`config.mk`:
```
export PLATFORM = sky130hd
export DESIGN_NAME = spi_word_master_flat
export DESIGN_NICKNAME = d
export VERILOG_FILES = /design/src/rtl/spi_word_master_if.sv /design/src/rtl/spi_word_master.sv /design/src/flat_wrapper.sv
export SDC_FILE = /design/constraint.sdc
export NUM_CORES = 1
export LEC_CHECK = 0
export BUFFER_PORTS_ARGS = -buffer_cell sky130_fd_sc_hd__clkbuf_2
export CORE_MARGIN = 1.5
export CORE_UTILIZATION = 28
export DETAILED_ROUTE_END_ITERATION = 12
export PLACE_DENSITY = 0.51
export RECOVER_POWER = 100
export SKIP_CTS_REPAIR_TIMING = 1
export SLEW_MARGIN = 20
export SYNTH_ARGS = -nofsm -noshare
export SYNTH_HDL_FRONTEND = slang
export SYNTH_SLANG_ARGS = --single-unit
```
`constraint.sdc`:
```
create_clock -name i_Clk -period 3.1 [get_ports i_Clk]
set_input_delay 0.31 -clock i_Clk [delete_from_list [all_inputs] [get_ports i_Clk]]
set_output_delay 0.31 -clock i_Clk [all_outputs]
set_load 0.05 [all_outputs]
```
`src/rtl/spi_word_master_if.sv`:
```
// Word-wide request/response bus plus SPI pins of spi_word_master.
// The master modport is the SPI master's view; slave is the user/pad side.
interface spi_word_master_if #(
    parameter int WORD_BITS = 32
);
    logic [WORD_BITS-1:0] i_TX_Word;
    logic                 i_TX_DV;
    logic                 o_TX_Ready;
    logic [WORD_BITS-1:0] o_RX_Word;
    logic                 o_RX_DV;
    logic                 o_SPI_Clk;
    logic                 i_SPI_MISO;
    logic                 o_SPI_MOSI;
    logic                 o_SPI_CS_n;

    modport master (
        input  i_TX_Word, i_TX_DV, i_SPI_MISO,
        output o_TX_Ready, o_RX_Word, o_RX_DV, o_SPI_Clk, o_SPI_MOSI, o_SPI_CS_n
    );

    modport slave (
        output i_TX_Word, i_TX_DV, i_SPI_MISO,
        input  o_TX_Ready, o_RX_Word, o_RX_DV, o_SPI_Clk, o_SPI_MOSI, o_SPI_CS_n
    );
endinterface

```
`src/rtl/spi_word_master.sv`:
```
// SPI master moving one WORD_BYTES-wide word per chip-select frame,
// all four SPI modes, either bit order, programmable SCLK divider and CS gap.
module spi_word_master #(
    parameter int SPI_MODE          = 0,
    parameter int CLKS_PER_HALF_BIT = 2,
    parameter int WORD_BYTES        = 4,
    parameter int MSB_FIRST         = 1,
    parameter int CS_INACTIVE_CLKS  = 1
) (
    input  logic               i_Clk,
    input  logic               i_Rst,
    spi_word_master_if.master  bus
);
    localparam int   N    = 8 * WORD_BYTES;
    localparam logic CPOL = (SPI_MODE >= 2);
    localparam logic CPHA = ((SPI_MODE % 2) == 1);
    localparam int   HW   = (CLKS_PER_HALF_BIT > 1) ? $clog2(CLKS_PER_HALF_BIT) : 1;
    localparam int   EW   = $clog2(2 * N + 1);
    localparam int   GW   = (CS_INACTIVE_CLKS > 1) ? $clog2(CS_INACTIVE_CLKS) : 1;

    localparam logic [HW-1:0] HALF_LAST = HW'(CLKS_PER_HALF_BIT - 1);
    localparam logic [EW-1:0] EDGE_LAST = EW'(2 * N - 1);
    localparam logic [GW-1:0] GAP_LAST  = GW'(CS_INACTIVE_CLKS - 1);

    typedef enum logic [1:0] {
        IDLE  = 2'd0,
        SHIFT = 2'd1,
        HOLD  = 2'd2,
        GAP   = 2'd3
    } state_t;

    state_t         state_r, state_s;
    logic [HW-1:0]  half_cnt_r;
    logic [EW-1:0]  edge_cnt_r;
    logic [GW-1:0]  gap_cnt_r;
    logic [N-1:0]   tx_shift_r, rx_shift_r;
    logic [N-1:0]   tx_next_s, rx_next_s;
    logic           sclk_r, mosi_r, cs_n_r, ready_r, rx_dv_r;
    logic [N-1:0]   rx_word_r;
    logic           accept_s, half_done_s, edge_s, odd_edge_s, sample_s, advance_s;

    function automatic logic first_bit(input logic [N-1:0] w);
        first_bit = (MSB_FIRST != 0) ? w[N-1] : w[0];
    endfunction

    // Edge decode: edge number k = edge_cnt_r + 1, so k is odd when edge_cnt_r is even
    always_comb begin
        accept_s    = (state_r == IDLE) && bus.i_TX_DV;
        half_done_s = (half_cnt_r == HALF_LAST);
        edge_s      = (state_r == SHIFT) && half_done_s;
        odd_edge_s  = ~edge_cnt_r[0];
        sample_s    = edge_s && (CPHA ? ~odd_edge_s : odd_edge_s);
        advance_s   = edge_s && (CPHA ? (odd_edge_s && (edge_cnt_r >= EW'(2)))
                                      : (~odd_edge_s && (edge_cnt_r != EDGE_LAST)));
        tx_next_s   = (MSB_FIRST != 0) ? {tx_shift_r[N-2:0], 1'b0}
                                       : {1'b0, tx_shift_r[N-1:1]};
        rx_next_s   = (MSB_FIRST != 0) ? {rx_shift_r[N-2:0], bus.i_SPI_MISO}
                                       : {bus.i_SPI_MISO, rx_shift_r[N-1:1]};
    end

    // Next-state logic
    always_comb begin
        state_s = state_r;
        case (state_r)
            IDLE:    state_s = accept_s ? SHIFT : IDLE;
            SHIFT:   state_s = (edge_s && (edge_cnt_r == EDGE_LAST)) ? HOLD : SHIFT;
            HOLD:    state_s = half_done_s ? GAP : HOLD;
            GAP:     state_s = (gap_cnt_r == GAP_LAST) ? IDLE : GAP;
            default: state_s = IDLE;
        endcase
    end

    // State register
    always_ff @(posedge i_Clk or posedge i_Rst) begin
        if (i_Rst) begin
            state_r <= IDLE;
        end else begin
            state_r <= state_s;
        end
    end

    // Half-bit, edge and CS-gap counters; each restarts whenever its phase begins
    always_ff @(posedge i_Clk or posedge i_Rst) begin
        if (i_Rst) begin
            half_cnt_r <= '0;
            edge_cnt_r <= '0;
            gap_cnt_r  <= '0;
        end else begin
            if (((state_r == SHIFT) || (state_r == HOLD)) && !half_done_s) begin
                half_cnt_r <= half_cnt_r + HW'(1);
            end else begin
                half_cnt_r <= '0;
            end
            if (state_r == IDLE) begin
                edge_cnt_r <= '0;
            end else if (edge_s) begin
                edge_cnt_r <= edge_cnt_r + EW'(1);
            end
            if (state_r == GAP) begin
                gap_cnt_r <= gap_cnt_r + GW'(1);
            end else begin
                gap_cnt_r <= '0;
            end
        end
    end

    // Shift registers, SCLK and MOSI; MOSI keeps its last bit between frames
    always_ff @(posedge i_Clk or posedge i_Rst) begin
        if (i_Rst) begin
            tx_shift_r <= '0;
            rx_shift_r <= '0;
            sclk_r     <= CPOL;
            mosi_r     <= 1'b0;
        end else begin
            if (accept_s) begin
                tx_shift_r <= bus.i_TX_Word;
                rx_shift_r <= '0;
                mosi_r     <= first_bit(bus.i_TX_Word);
            end else if (advance_s) begin
                tx_shift_r <= tx_next_s;
                mosi_r     <= first_bit(tx_next_s);
            end
            if (sample_s) begin
                rx_shift_r <= rx_next_s;
            end
            if (edge_s) begin
                sclk_r <= ~sclk_r;
            end
        end
    end

    // Registered status outputs follow the state being entered
    always_ff @(posedge i_Clk or posedge i_Rst) begin
        if (i_Rst) begin
            cs_n_r    <= 1'b1;
            ready_r   <= 1'b1;
            rx_dv_r   <= 1'b0;
            rx_word_r <= '0;
        end else begin
            cs_n_r  <= !((state_s == SHIFT) || (state_s == HOLD));
            ready_r <= (state_s == IDLE);
            rx_dv_r <= (state_r == HOLD) && (state_s == GAP);
            if ((state_r == HOLD) && (state_s == GAP)) begin
                rx_word_r <= rx_shift_r;
            end
        end
    end

    assign bus.o_TX_Ready = ready_r;
    assign bus.o_RX_Word  = rx_word_r;
    assign bus.o_RX_DV    = rx_dv_r;
    assign bus.o_SPI_Clk  = sclk_r;
    assign bus.o_SPI_MOSI = mosi_r;
    assign bus.o_SPI_CS_n = cs_n_r;
endmodule

```
`src/flat_wrapper.sv`:
```
// flat-port wrapper written by rule: the top's interface ports become plain ports
module spi_word_master_flat 
#(
    parameter int SPI_MODE          = 0,
    parameter int CLKS_PER_HALF_BIT = 2,
    parameter int WORD_BYTES        = 4,
    parameter int MSB_FIRST         = 1,
    parameter int CS_INACTIVE_CLKS  = 1
)
  (i_Clk, i_Rst, bus_i_TX_Word, bus_i_TX_DV, bus_i_SPI_MISO, bus_o_TX_Ready, bus_o_RX_Word, bus_o_RX_DV, bus_o_SPI_Clk, bus_o_SPI_MOSI, bus_o_SPI_CS_n);
  spi_word_master_if #(.WORD_BITS(32)) bus_i ();
  input  logic i_Clk;
  input  logic i_Rst;
  input wire logic [$bits(bus_i.i_TX_Word)-1:0] bus_i_TX_Word;
  input wire logic [$bits(bus_i.i_TX_DV)-1:0] bus_i_TX_DV;
  input wire logic [$bits(bus_i.i_SPI_MISO)-1:0] bus_i_SPI_MISO;
  output wire logic [$bits(bus_i.o_TX_Ready)-1:0] bus_o_TX_Ready;
  output wire logic [$bits(bus_i.o_RX_Word)-1:0] bus_o_RX_Word;
  output wire logic [$bits(bus_i.o_RX_DV)-1:0] bus_o_RX_DV;
  output wire logic [$bits(bus_i.o_SPI_Clk)-1:0] bus_o_SPI_Clk;
  output wire logic [$bits(bus_i.o_SPI_MOSI)-1:0] bus_o_SPI_MOSI;
  output wire logic [$bits(bus_i.o_SPI_CS_n)-1:0] bus_o_SPI_CS_n;
  assign bus_i.i_TX_Word = bus_i_TX_Word;
  assign bus_i.i_TX_DV = bus_i_TX_DV;
  assign bus_i.i_SPI_MISO = bus_i_SPI_MISO;
  assign bus_o_TX_Ready = bus_i.o_TX_Ready;
  assign bus_o_RX_Word = bus_i.o_RX_Word;
  assign bus_o_RX_DV = bus_i.o_RX_DV;
  assign bus_o_SPI_Clk = bus_i.o_SPI_Clk;
  assign bus_o_SPI_MOSI = bus_i.o_SPI_MOSI;
  assign bus_o_SPI_CS_n = bus_i.o_SPI_CS_n;
  spi_word_master #(.SPI_MODE(SPI_MODE), .CLKS_PER_HALF_BIT(CLKS_PER_HALF_BIT), .WORD_BYTES(WORD_BYTES), .MSB_FIRST(MSB_FIRST), .CS_INACTIVE_CLKS(CS_INACTIVE_CLKS)) u_core (.i_Clk(i_Clk), .i_Rst(i_Rst), .bus(bus_i));
endmodule
```
==> results of run 1 <==
[metal layers]
layer  share of wire  vias up  GRT usage  wire [µm]
met3           0.065        9     0.0413        616
li1                -     1628          -          -
met5               0        -          0          0
met1            0.47     1602      0.147       4480
met2            0.45       77      0.178       4210
met4           0.013        0     0.0356        126
[critical path, stage by stage, from the launching register on]
cell and delay [ns]:
dfrtp_1 0.40, inv_1 0.11, ha_1 0.27, nor3_1 0.12, nor3b_4 0.34, clkbuf_2 0.66
mux2_2 0.42
[Yosys cell counts (2+ instances only)]
cell type	instances	area share
a21oi_1	6	0.0065
buf_2	11	0.012
inv_1	3	0.0024
dfrtp_1	109	0.59
mux2_2	30	0.073
xor2_1	3	0.0057
dfstp_2	2	0.011
nor2_1	39	0.032
clkbuf_1	7	0.0057
or3_1	2	0.0027
nor2b_1	2	0.0027
nand3_1	38	0.041
o21ai_0	2	0.0022
nand2_1	131	0.11
a31oi_1	31	0.042
buf_1	6	0.0049
mux2_1	2	0.0049
buf_4	3	0.0049
ha_1	6	0.016
and3_1	2	0.0027
[kinds of logic (layout without fill, tap and decap cells)]
group                    Yosys count  count (layout)  synth area share
AND/OR/NAND/NOR                  222             222             0.203
flip-flops                       111             111             0.604
AO/OA/AOI/OAI                     45              45            0.0606
multiplexers                      32              32            0.0783
buffers and inverters             30              99            0.0299
adder cells (fa/ha/maj)            6               6            0.0163
XOR/XNOR                           4               4           0.00761
[report_power, final]
part           internal (µW)  switching [µW]
logic                   20.2            39.3
clock network            639             544
registers               1450            6.44
total                   2110             590
[area by class of cell]
class	count	area, µm²
Clock buffer	10	229
Clock inverter	6	72.6
Fill cell	1652	10500
Inverter	3	12.5
Multi-Input combinational cell	309	1690
Sequential cell	111	2780
Tap cell	216	270
Timing Repair Buffer	80	369
[state kept, by name, indices dropped and copies added, names as in the netlist]
name and flops:
u_core.edge_cnt_r 7, u_core.rx_shift_r 32, u_core.bus.o_RX_DV 1, u_core.gap_cnt_r 1
u_core.bus.o_RX_Word 32, u_core.tx_shift_r 31, u_core.state_r 2, u_core.bus.o_SPI_MOSI 1
u_core.bus.o_SPI_CS_n 1, u_core.half_cnt_r 1, u_core.bus.o_TX_Ready 1, u_core.bus.o_SPI_Clk 1
[worst max path at each step]
stage,to,slack [ns],depth (start not counted)
2_1_floorplan,u_core.bus.o_RX_Word[10]$_DFFE_PP0P_,1.38,6
3_3_place_gp,u_core.bus.o_TX_Ready$_DFF_PP1_,1.04,5
3_5_place_dp,u_core.bus.o_TX_Ready$_DFF_PP1_,0.99,5
4_1_cts,u_core.bus.o_TX_Ready$_DFF_PP1_,0.98,5
5_1_grt,u_core.bus.o_RX_Word[10]$_DFFE_PP0P_,0.46,6
6_report,u_core.bus.o_RX_Word[7]$_DFFE_PP0P_,0.66,6
[per-stage QoR]
stage	cells	cell area (µm²)	hold WS [ns]	util
after detailed placement	718	5190	0.293	0.325
after CTS	734	5490	-0.0915	0.344
after floorplan	450	4610	0.415	-
final	735	5420	0.153	0.340
after global placement	718	5190	0.296	0.325
after global routing	735	5420	0.146	0.340
==> impl_metrics.py, run 1 <==
metrics = {
    "synthesis": {
        "synth_edf_count": 0,
        "yosys_warnings": 0,
        "ys_ff_latch": 111,
        "yosysSeqAreaShare": 0.604,
        "async_flop_share": 1.00,
        "syn_nets": 492,
        "synth_cell_type_count": 35,
        "syn_avg_cell_area_um2": 10.2,
        "synth-main-ff-cell": "dfrtp_1",
        "synth_cells": 450,
        "synthesis.area_um2": 4600,
    },
    "global_route": {
        "grt_pass1_wl_um": 15900,
        "antenna_found_initial": 0,
        "grt_max_degree": 74,
        "track_usage": 0.114,
        "gr-total-overflow": 0,
        "grt_pass1_vias": 3224,
    },
    "clock_tree": {
        "clk_pin_slew_ns": 0.08,
        "clk_path_buf_depth": 2,
        "clockRootBuffer": "clkbuf_16",
        "htree_levels": 3,
        "cts-buffers-inserted": 9,
        "clkLatencyLatePin_ns": 0.35,
        "tritoncts": "built",
        "cts_sinks": 111,
    },
    "setup_path": {
        "rrSetupSlack_ns": 0.66,
        "r2r-start": "u_core.state_r[1]$_DFF_PP0_",
        "cp.required_ns": 3.34,
        "start_kind": "flop",
        "critPathLaunch": "u_core.state_r[1]$_DFF_PP0_",
        "end_kind": "flop",
        "crit_type": "flop to flop",
        "worstRegToRegCells": 6,
        "path_max_fanout": 29,
        "r2r-end": "u_core.bus.o_RX_Word[7]$_DFFE_PP0P_",
        "worst-endpoint-arrival_ns": 2.68,
    },
    "timing": {
        "hold_viol": 0,
        "setup-violations-final": 0,
        "layout_setup_ws_ns": 0.664,
        "drv_slew": 0,
        "maxSlewHeadroom": 0.180,
        "fin_tns_setup_ns": 0,
        "finalCritPeriodShare": 0.786,
        "worst_pin_slew_ns": 1.23,
        "period_minus_slack_ns": 2.44,
        "fmax_ghz": 0.410,
        "finClkSkew_ns": 0.00704,
        "rsz0062_at_grt": "false",
    },
    "placement": {
        "gp_congestion": 0.742,
        "post-place-ws_ns": 0.993,
        "dp_hpwl_um": 6050,
        "io_buffers": 72,
    },
    "drt": {
        "first_pass_iters": 4,
        "wl_um": 9430,
        "via_per_inst": 4.51,
        "wire_per_inst_um": 12.8,
        "drc": 0,
        "drt-initial-drc-count": 194,
        "drtAntennaViolNets": 0,
        "vias": 3316,
    },
    "floorplanning": {
        "core_region_area_um2": 15900,
        "top_level_ports": 73,
        "die_x_um": 131,
        "start_util": 0.289,
        "die-area_um2": 17200,
        "rows": 46,
        "fp.dieH_um": 131,
    },
    "layout": {
        "antenna_cells": 0,
        "synthToLayoutAreaGrowth_pct": 17.9,
        "final_common_cell": "nand2_1",
        "final_cell_mix": "nand2_1 (131), dfrtp_1 (109)",
        "fin_nets": 556,
        "drive_above_1_share": 0.181,
    },
    "min_path": {
        "min_path_type": "input port to flop",
        "whs_endpoint": "u_core.rx_shift_r[0]$_DFFE_PP0P_",
        "hp-start": "bus_i_SPI_MISO",
        "hold_depth": 3,
    },
    "status": {
        "run_status": "complete, no violations",
    },
    "power_and_ir_drop": {
        "vdd_ir_drop_max_mv": 0.251,
        "power_uw": 2700,
        "leakage_uw": 0.00258,
        "power_density_nw_per_um2": 499,
    },
    "job": {
        "maxCapViolCount": 0,
    },
}
Power figures use the tool's default switching activity.
==> inputs of run 2 (changes only) <==
--- a/config.mk
+++ b/config.mk
@@ -5,11 +5,12 @@
 export SDC_FILE = /design/constraint.sdc
 export NUM_CORES = 1
 export LEC_CHECK = 0
+export ABC_AREA = 1
 export BUFFER_PORTS_ARGS = -buffer_cell sky130_fd_sc_hd__clkbuf_2
 export CORE_MARGIN = 1.5
 export CORE_UTILIZATION = 28
 export DETAILED_ROUTE_END_ITERATION = 12
-export PLACE_DENSITY = 0.51
+export PLACE_DENSITY = 0.49
 export RECOVER_POWER = 100
 export SKIP_CTS_REPAIR_TIMING = 1
 export SLEW_MARGIN = 20
==> constraint.sdc (replaced) <==
create_clock -name i_Clk -period 2.3 [get_ports i_Clk]
set_input_delay 0.23 -clock i_Clk [delete_from_list [all_inputs] [get_ports i_Clk]]
set_output_delay 0.23 -clock i_Clk [all_outputs]
set_load 0.05 [all_outputs]
==> impl_metrics.py, run 2 <==
metrics = {
    "setup_path": {
        "cp_common_cell": "nand2_1",
        "cp.required_ns": 2.55,
        "worst-endpoint-arrival_ns": 2.22,
        "start_kind": "flop",
        "cpPeakStageDelay_ns": 0.40,
        "path_buf_inv": 2,
        "crit_family": "simple AND/OR/NAND/NOR gates",
        "critPathSlowestCell": "dfrtp_1",
        "path_max_fanout": 33,
        "end_kind": "flop",
        "crit_type": "flop to flop",
        "path_cells": "inv_1 > ha_1 > nand2_2 > nor2_4 > nand2_1 > a21oi_4 > nand3_2 > buf_12 > nand2_1 > nand2_1",
    },
    "layout": {
        "synthToLayoutAreaGrowth_pct": 19.0,
        "antenna_cells": 0,
        "final_common_cell": "nand2_1",
        "final_cell_mix": "nand2_1 (232), dfrtp_1 (109), inv_1 (45), clkbuf_1 (38), clkbuf_2 (37)",
        "drive_above_1_share": 0.117,
        "final_cells": 851,
        "fin_nets": 668,
    },
    "global_route": {
        "antenna_found_initial": 0,
        "grt_pass1_wl_um": 18000,
        "grt_pass1_vias": 3713,
        "gr-total-overflow": 0,
        "track_usage": 0.125,
        "grt_max_degree": 94,
    },
    "timing": {
        "maxSlewHeadroom": 0.157,
        "finalCritPeriodShare": 0.856,
        "hold_viol": 0,
        "layout_setup_ws_ns": 0.330,
        "setup-violations-final": 0,
        "rsz0062_at_grt": "false",
        "worst_pin_slew_ns": 1.26,
        "finClkSkew_ns": 0.00838,
        "fin_tns_setup_ns": 0,
        "drv_slew": 0,
        "hold-worst-slack_ns": 0.109,
        "fmax_ghz": 0.508,
        "period_minus_slack_ns": 1.97,
    },
    "drt": {
        "wl_um": 10600,
        "drtAntennaViolNets": 0,
        "via_per_inst": 4.52,
        "first_pass_iters": 4,
        "drc": 0,
        "wire_per_inst_um": 12.5,
        "vias": 3845,
        "drt-initial-drc-count": 223,
    },
    "synthesis": {
        "synth_edf_count": 0,
        "synth_cells": 564,
        "syn_avg_cell_area_um2": 8.56,
        "synth_area_leaders": "dfrtp_1 (56%), nand2_1 (18%), nand4_1 (4.1%), o22ai_1 (3.9%), inv_1 (3.6%)",
        "synthesis.area_um2": 4830,
        "yosys.area.top_type": "dfrtp_1",
        "yosys_warnings": 0,
        "synth_top_area_frac": 0.565,
        "synth-main-ff-cell": "dfrtp_1",
        "ys_ff_latch": 111,
        "yosysSeqAreaShare": 0.576,
        "synth_cell_type_count": 25,
        "synth.most_common_cell": "nand2_1",
        "syn_nets": 606,
        "async_flop_share": 1.00,
        "yosys-top-cells-count": "nand2_1 (232), dfrtp_1 (109), inv_1 (46), nand3_1 (33), nand4_1 (32)",
    },
    "floorplanning": {
        "rows": 47,
        "fp.dieH_um": 134,
        "die_x_um": 134,
        "top_level_ports": 73,
        "start_util": 0.289,
        "die-area_um2": 18000,
        "core_region_area_um2": 16700,
    },
    "placement": {
        "io_buffers": 72,
        "gp_congestion": 0.726,
        "dp_hpwl_um": 6860,
        "dp_cells": 834,
        "post-place-ws_ns": 0.371,
    },
    "min_path": {
        "min_path_type": "input port to flop",
    },
    "clock_tree": {
        "tritoncts": "built",
        "clkLatencyLatePin_ns": 0.36,
        "htree_levels": 3,
        "clockRootBuffer": "clkbuf_16",
        "cts_sinks": 111,
        "clk_pin_slew_ns": 0.08,
        "cts-buffers-inserted": 9,
        "clk_path_buf_depth": 2,
    },
    "power_and_ir_drop": {
        "vdd_ir_drop_max_mv": 0.420,
        "power_uw": 3730,
        "power_density_nw_per_um2": 649,
        "leakage_uw": 0.00310,
    },
    "status": {
        "run_status": "complete, no violations",
    },
    "job": {
        "maxCapViolCount": 0,
    },
}
run 2: cells by family (layout without fill, tap and decap cells):
| group | Yosys count | count (layout) | synth area share |
|---|---|---|---|
| flip-flops | 111 | 111 | 0.576 |
| AND/OR/NAND/NOR | 315 | 315 | 0.276 |
| buffers and inverters | 81 | 148 | 0.0653 |
| XOR/XNOR | 1 | 1 | 0.00181 |
| AO/OA/AOI/OAI | 50 | 50 | 0.0655 |
| adder cells (fa/ha/maj) | 6 | 6 | 0.0155 |
run 2: cell type report:
class,count,area [µm²]
Clock buffer,9,225
Clock inverter,7,101
Fill cell,1812,11000
Inverter,46,174
Multi-Input combinational cell,372,1740
Sequential cell,111,2780
Tap cell,220,275
Timing Repair Buffer,86,450
run 2: final timing paths:
path | start | endpoint | slack (ns) | cells past startpoint
min reg2reg | u_core.gap_cnt_r$_DFF_PP0_ | u_core.gap_cnt_r$_DFF_PP0_ | 0.45 | 1
max in group asynchronous | i_Rst | u_core.rx_shift_r[17]$_DFFE_PP0P_ | 0.61 | 4
max reg2reg | u_core.state_r[1]$_DFF_PP0_ | u_core.bus.o_RX_Word[11]$_DFFE_PP0P_ | 0.33 | 10
min | bus_i_TX_Word[0] | u_core.tx_shift_r[0]$_DFFE_PP0P_ | 0.11 | 3
min in group asynchronous | i_Rst | u_core.tx_shift_r[3]$_DFFE_PP0P_ | 0.74 | 4
max | u_core.state_r[1]$_DFF_PP0_ | u_core.bus.o_RX_Word[11]$_DFFE_PP0P_ | 0.33 | 10
run 2: per-layer routing:
metal | wire length [µm] | global-route usage | part of all wire | vias up
met2 | 5080 | 0.205 | 0.48 | 76
met1 | 4850 | 0.159 | 0.46 | 1814
met5 | 0 | 0 | 0 | -
met3 | 547 | 0.0363 | 0.051 | 10
met4 | 147 | 0.0442 | 0.014 | 0
li1 | - | - | - | 1945
run 2: power breakdown:
part           internal (µW)  total (µW)  switching (µW)
registers               1960        1970            5.28
clock network            884        1680             794
logic                   31.2        86.5            55.3
run 2: tightest hold or removal path, cell delays in order:
cell and delay (ns):
clkbuf_2 0.08, nand2_1 0.06, a21oi_1 0.06
run 2: metrics by stage:
step	area, µm²	util
6_report	5750	0.344
5_1_grt	5750	0.344
4_1_cts	5810	0.348
3_5_place_dp	5490	0.328
3_3_place_gp	5490	0.328
2_1_floorplan	4830	-
==> inputs of run 3 (changes only) <==
==> constraint.sdc (replaced) <==
create_clock -name i_Clk -period 1.9 [get_ports i_Clk]
set_input_delay 0.38 -clock i_Clk [delete_from_list [all_inputs] [get_ports i_Clk]]
set_output_delay 0.38 -clock i_Clk [all_outputs]
set_load 0.05 [all_outputs]
==> impl_metrics.py, run 3 (synthesis results as in run 2) <==
metrics = {
    "timing": {
        "layout_setup_ws_ns": 0.115,
        "worst_pin_slew_ns": 0.852,
        "finalCritPeriodShare": 0.939,
        "drv_slew": 0,
        "period_minus_slack_ns": 1.78,
        "setup-violations-final": 0,
        "fmax_ghz": 0.560,
        "finClkSkew_ns": 0.00727,
        "hold_viol": 0,
        "fin_tns_setup_ns": 0,
        "hold-worst-slack_ns": 0.250,
        "maxSlewHeadroom": 0.432,
    },
    "setup_path": {
        "path_buf_inv": 2,
        "path_max_fanout": 8,
        "crit_cells": 10,
        "r2r-end": "u_core.bus.o_RX_Word[3]$_DFFE_PP0P_",
        "worst-endpoint-arrival_ns": 2.03,
        "cp.required_ns": 2.14,
        "r2r-start": "u_core.state_r[1]$_DFF_PP0_",
        "critPathLaunch": "u_core.state_r[1]$_DFF_PP0_",
        "start_kind": "flop",
        "path_cells": "inv_2 > ha_2 > nand2_2 > nor2_4 > nand2_4 > a21oi_4 > nand3_4 > clkbuf_16 > nand2_1 > nand2_1",
        "crit_type": "flop to flop",
        "end_kind": "flop",
        "crit_end": "u_core.bus.o_RX_Word[3]$_DFFE_PP0P_",
        "rrSetupSlack_ns": 0.12,
        "critPathSlowestCell": "dfrtp_1",
        "worstRegToRegCells": 10,
        "crit_family": "simple AND/OR/NAND/NOR gates",
        "cpPeakStageDelay_ns": 0.42,
        "cp_common_cell": "nand2_1",
    },
    "placement": {
        "gp_congestion": 0.728,
        "dp_hpwl_um": 7280,
        "post-place-ws_ns": 0.0757,
        "io_buffers": 72,
    },
    "clock_tree": {
        "clkLatencyLatePin_ns": 0.35,
        "clk_path_buf_depth": 2,
        "clockRootBuffer": "clkbuf_16",
        "cts-buffers-inserted": 9,
        "cts_sinks": 111,
        "htree_levels": 3,
        "tritoncts": "built",
        "clk_pin_slew_ns": 0.07,
    },
    "drt": {
        "via_per_inst": 4.52,
        "drc": 0,
        "first_pass_iters": 4,
        "drt-initial-drc-count": 195,
        "wire_per_inst_um": 13.1,
        "wl_um": 11400,
        "vias": 3912,
        "drtAntennaViolNets": 0,
    },
    "power_and_ir_drop": {
        "seqPwrFrac": 0.531,
        "comb_power_share": 0.025,
        "switchingPower_uw": 982,
        "vdd_ir_drop_max_mv": 0.386,
        "power.internal_uw": 3500,
        "leakage_uw": 0.00333,
        "power_density_nw_per_um2": 747,
        "switching_share": 0.219,
        "clkPwrFrac": 0.445,
    },
    "layout": {
        "fin_nets": 682,
        "final_common_cell": "nand2_1",
        "fillers": 1775,
        "drive_above_1_share": 0.200,
        "synthToLayoutAreaGrowth_pct": 24.4,
        "utilization": 0.360,
        "final_cell_mix": "nand2_1 (231), dfrtp_1 (108), clkbuf_2 (72), inv_1 (44), nand3_1 (33)",
        "antenna_cells": 0,
    },
    "floorplanning": {
        "start_util": 0.289,
        "core_region_area_um2": 16700,
        "fp.dieH_um": 134,
        "top_level_ports": 73,
        "rows": 47,
        "die-area_um2": 18000,
        "die_x_um": 134,
    },
    "min_path": {
        "min_path_type": "input port to flop",
    },
    "status": {
        "run_status": "complete, no violations",
    },
    "global_route": {
        "grt_pass1_vias": 3700,
        "grt_max_degree": 75,
        "antenna_found_initial": 0,
        "track_usage": 0.126,
        "gr-total-overflow": 0,
        "grt_pass1_wl_um": 18300,
    },
    "job": {
        "maxCapViolCount": 0,
    },
}
[run 3: worst min path at each step]
stage	from	to	slack (ns)	depth (start not counted)
6_report	bus_i_TX_Word[0]	u_core.tx_shift_r[0]$_DFFE_PP0P_	0.25	3
5_1_grt	bus_i_TX_Word[0]	u_core.tx_shift_r[0]$_DFFE_PP0P_	0.25	3
3_5_place_dp	i_Rst	u_core.bus.o_SPI_Clk$_DFFE_PP0P_	0.33	2
4_1_cts	i_Rst	u_core.bus.o_SPI_Clk$_DFFE_PP0P_	-0.06	2
3_3_place_gp	i_Rst	u_core.bus.o_SPI_Clk$_DFFE_PP0P_	0.33	2
2_1_floorplan	u_core.gap_cnt_r$_DFF_PP0_	u_core.gap_cnt_r$_DFF_PP0_	0.42	1
[run 3: per-layer routing]
layer  part of all wire  global-route usage  up-vias  wire length, µm
met2               0.46               0.196       74             5250
met4              0.016              0.0454        0              180
li1                   -                   -     1972                -
met5                  0                   0        -                0
met1               0.48               0.171     1853             5500
met3              0.039              0.0299       13              438
[run 3: power by group through the flow]
| stage | Clock [µW] | Sequential (µW) | Combinational [µW] |
|---|---|---|---|
| final | 1990 | 2380 | 110 |
| after global routing | 2160 | 2380 | 128 |
| after CTS | 2080 | 2380 | 119 |
| after detailed placement | 0 | 2430 | 118 |
| after global placement | 0 | 2430 | 116 |
| after floorplan | 0 | 2430 | 51.9 |
[run 3: cell type report]
type,instances,area (µm²),area share
Multi-Input combinational cell,372,1790,0.298
Inverter,46,174,0.0290
Clock buffer,11,243,0.0404
Tap cell,220,275,0.0458
Clock inverter,5,75.1,0.0125
Timing Repair Buffer,100,671,0.112
Sequential cell,111,2780,0.463
[run 3: stage by stage]
step | total power [µW] | instances | instance area (µm²)
finish | 4480 | 865 | 6010
global route | 4670 | 865 | 6010
CTS | 4580 | 858 | 5890
detailed placement | 2540 | 842 | 5570
global placement | 2540 | 842 | 5570
floorplan | 2480 | 564 | 4830
[run 3: tightest hold or removal path, cell delays in order]
cell and delay, ns:
clkbuf_2 0.08, nand2_1 0.05, a21oi_1 0.06
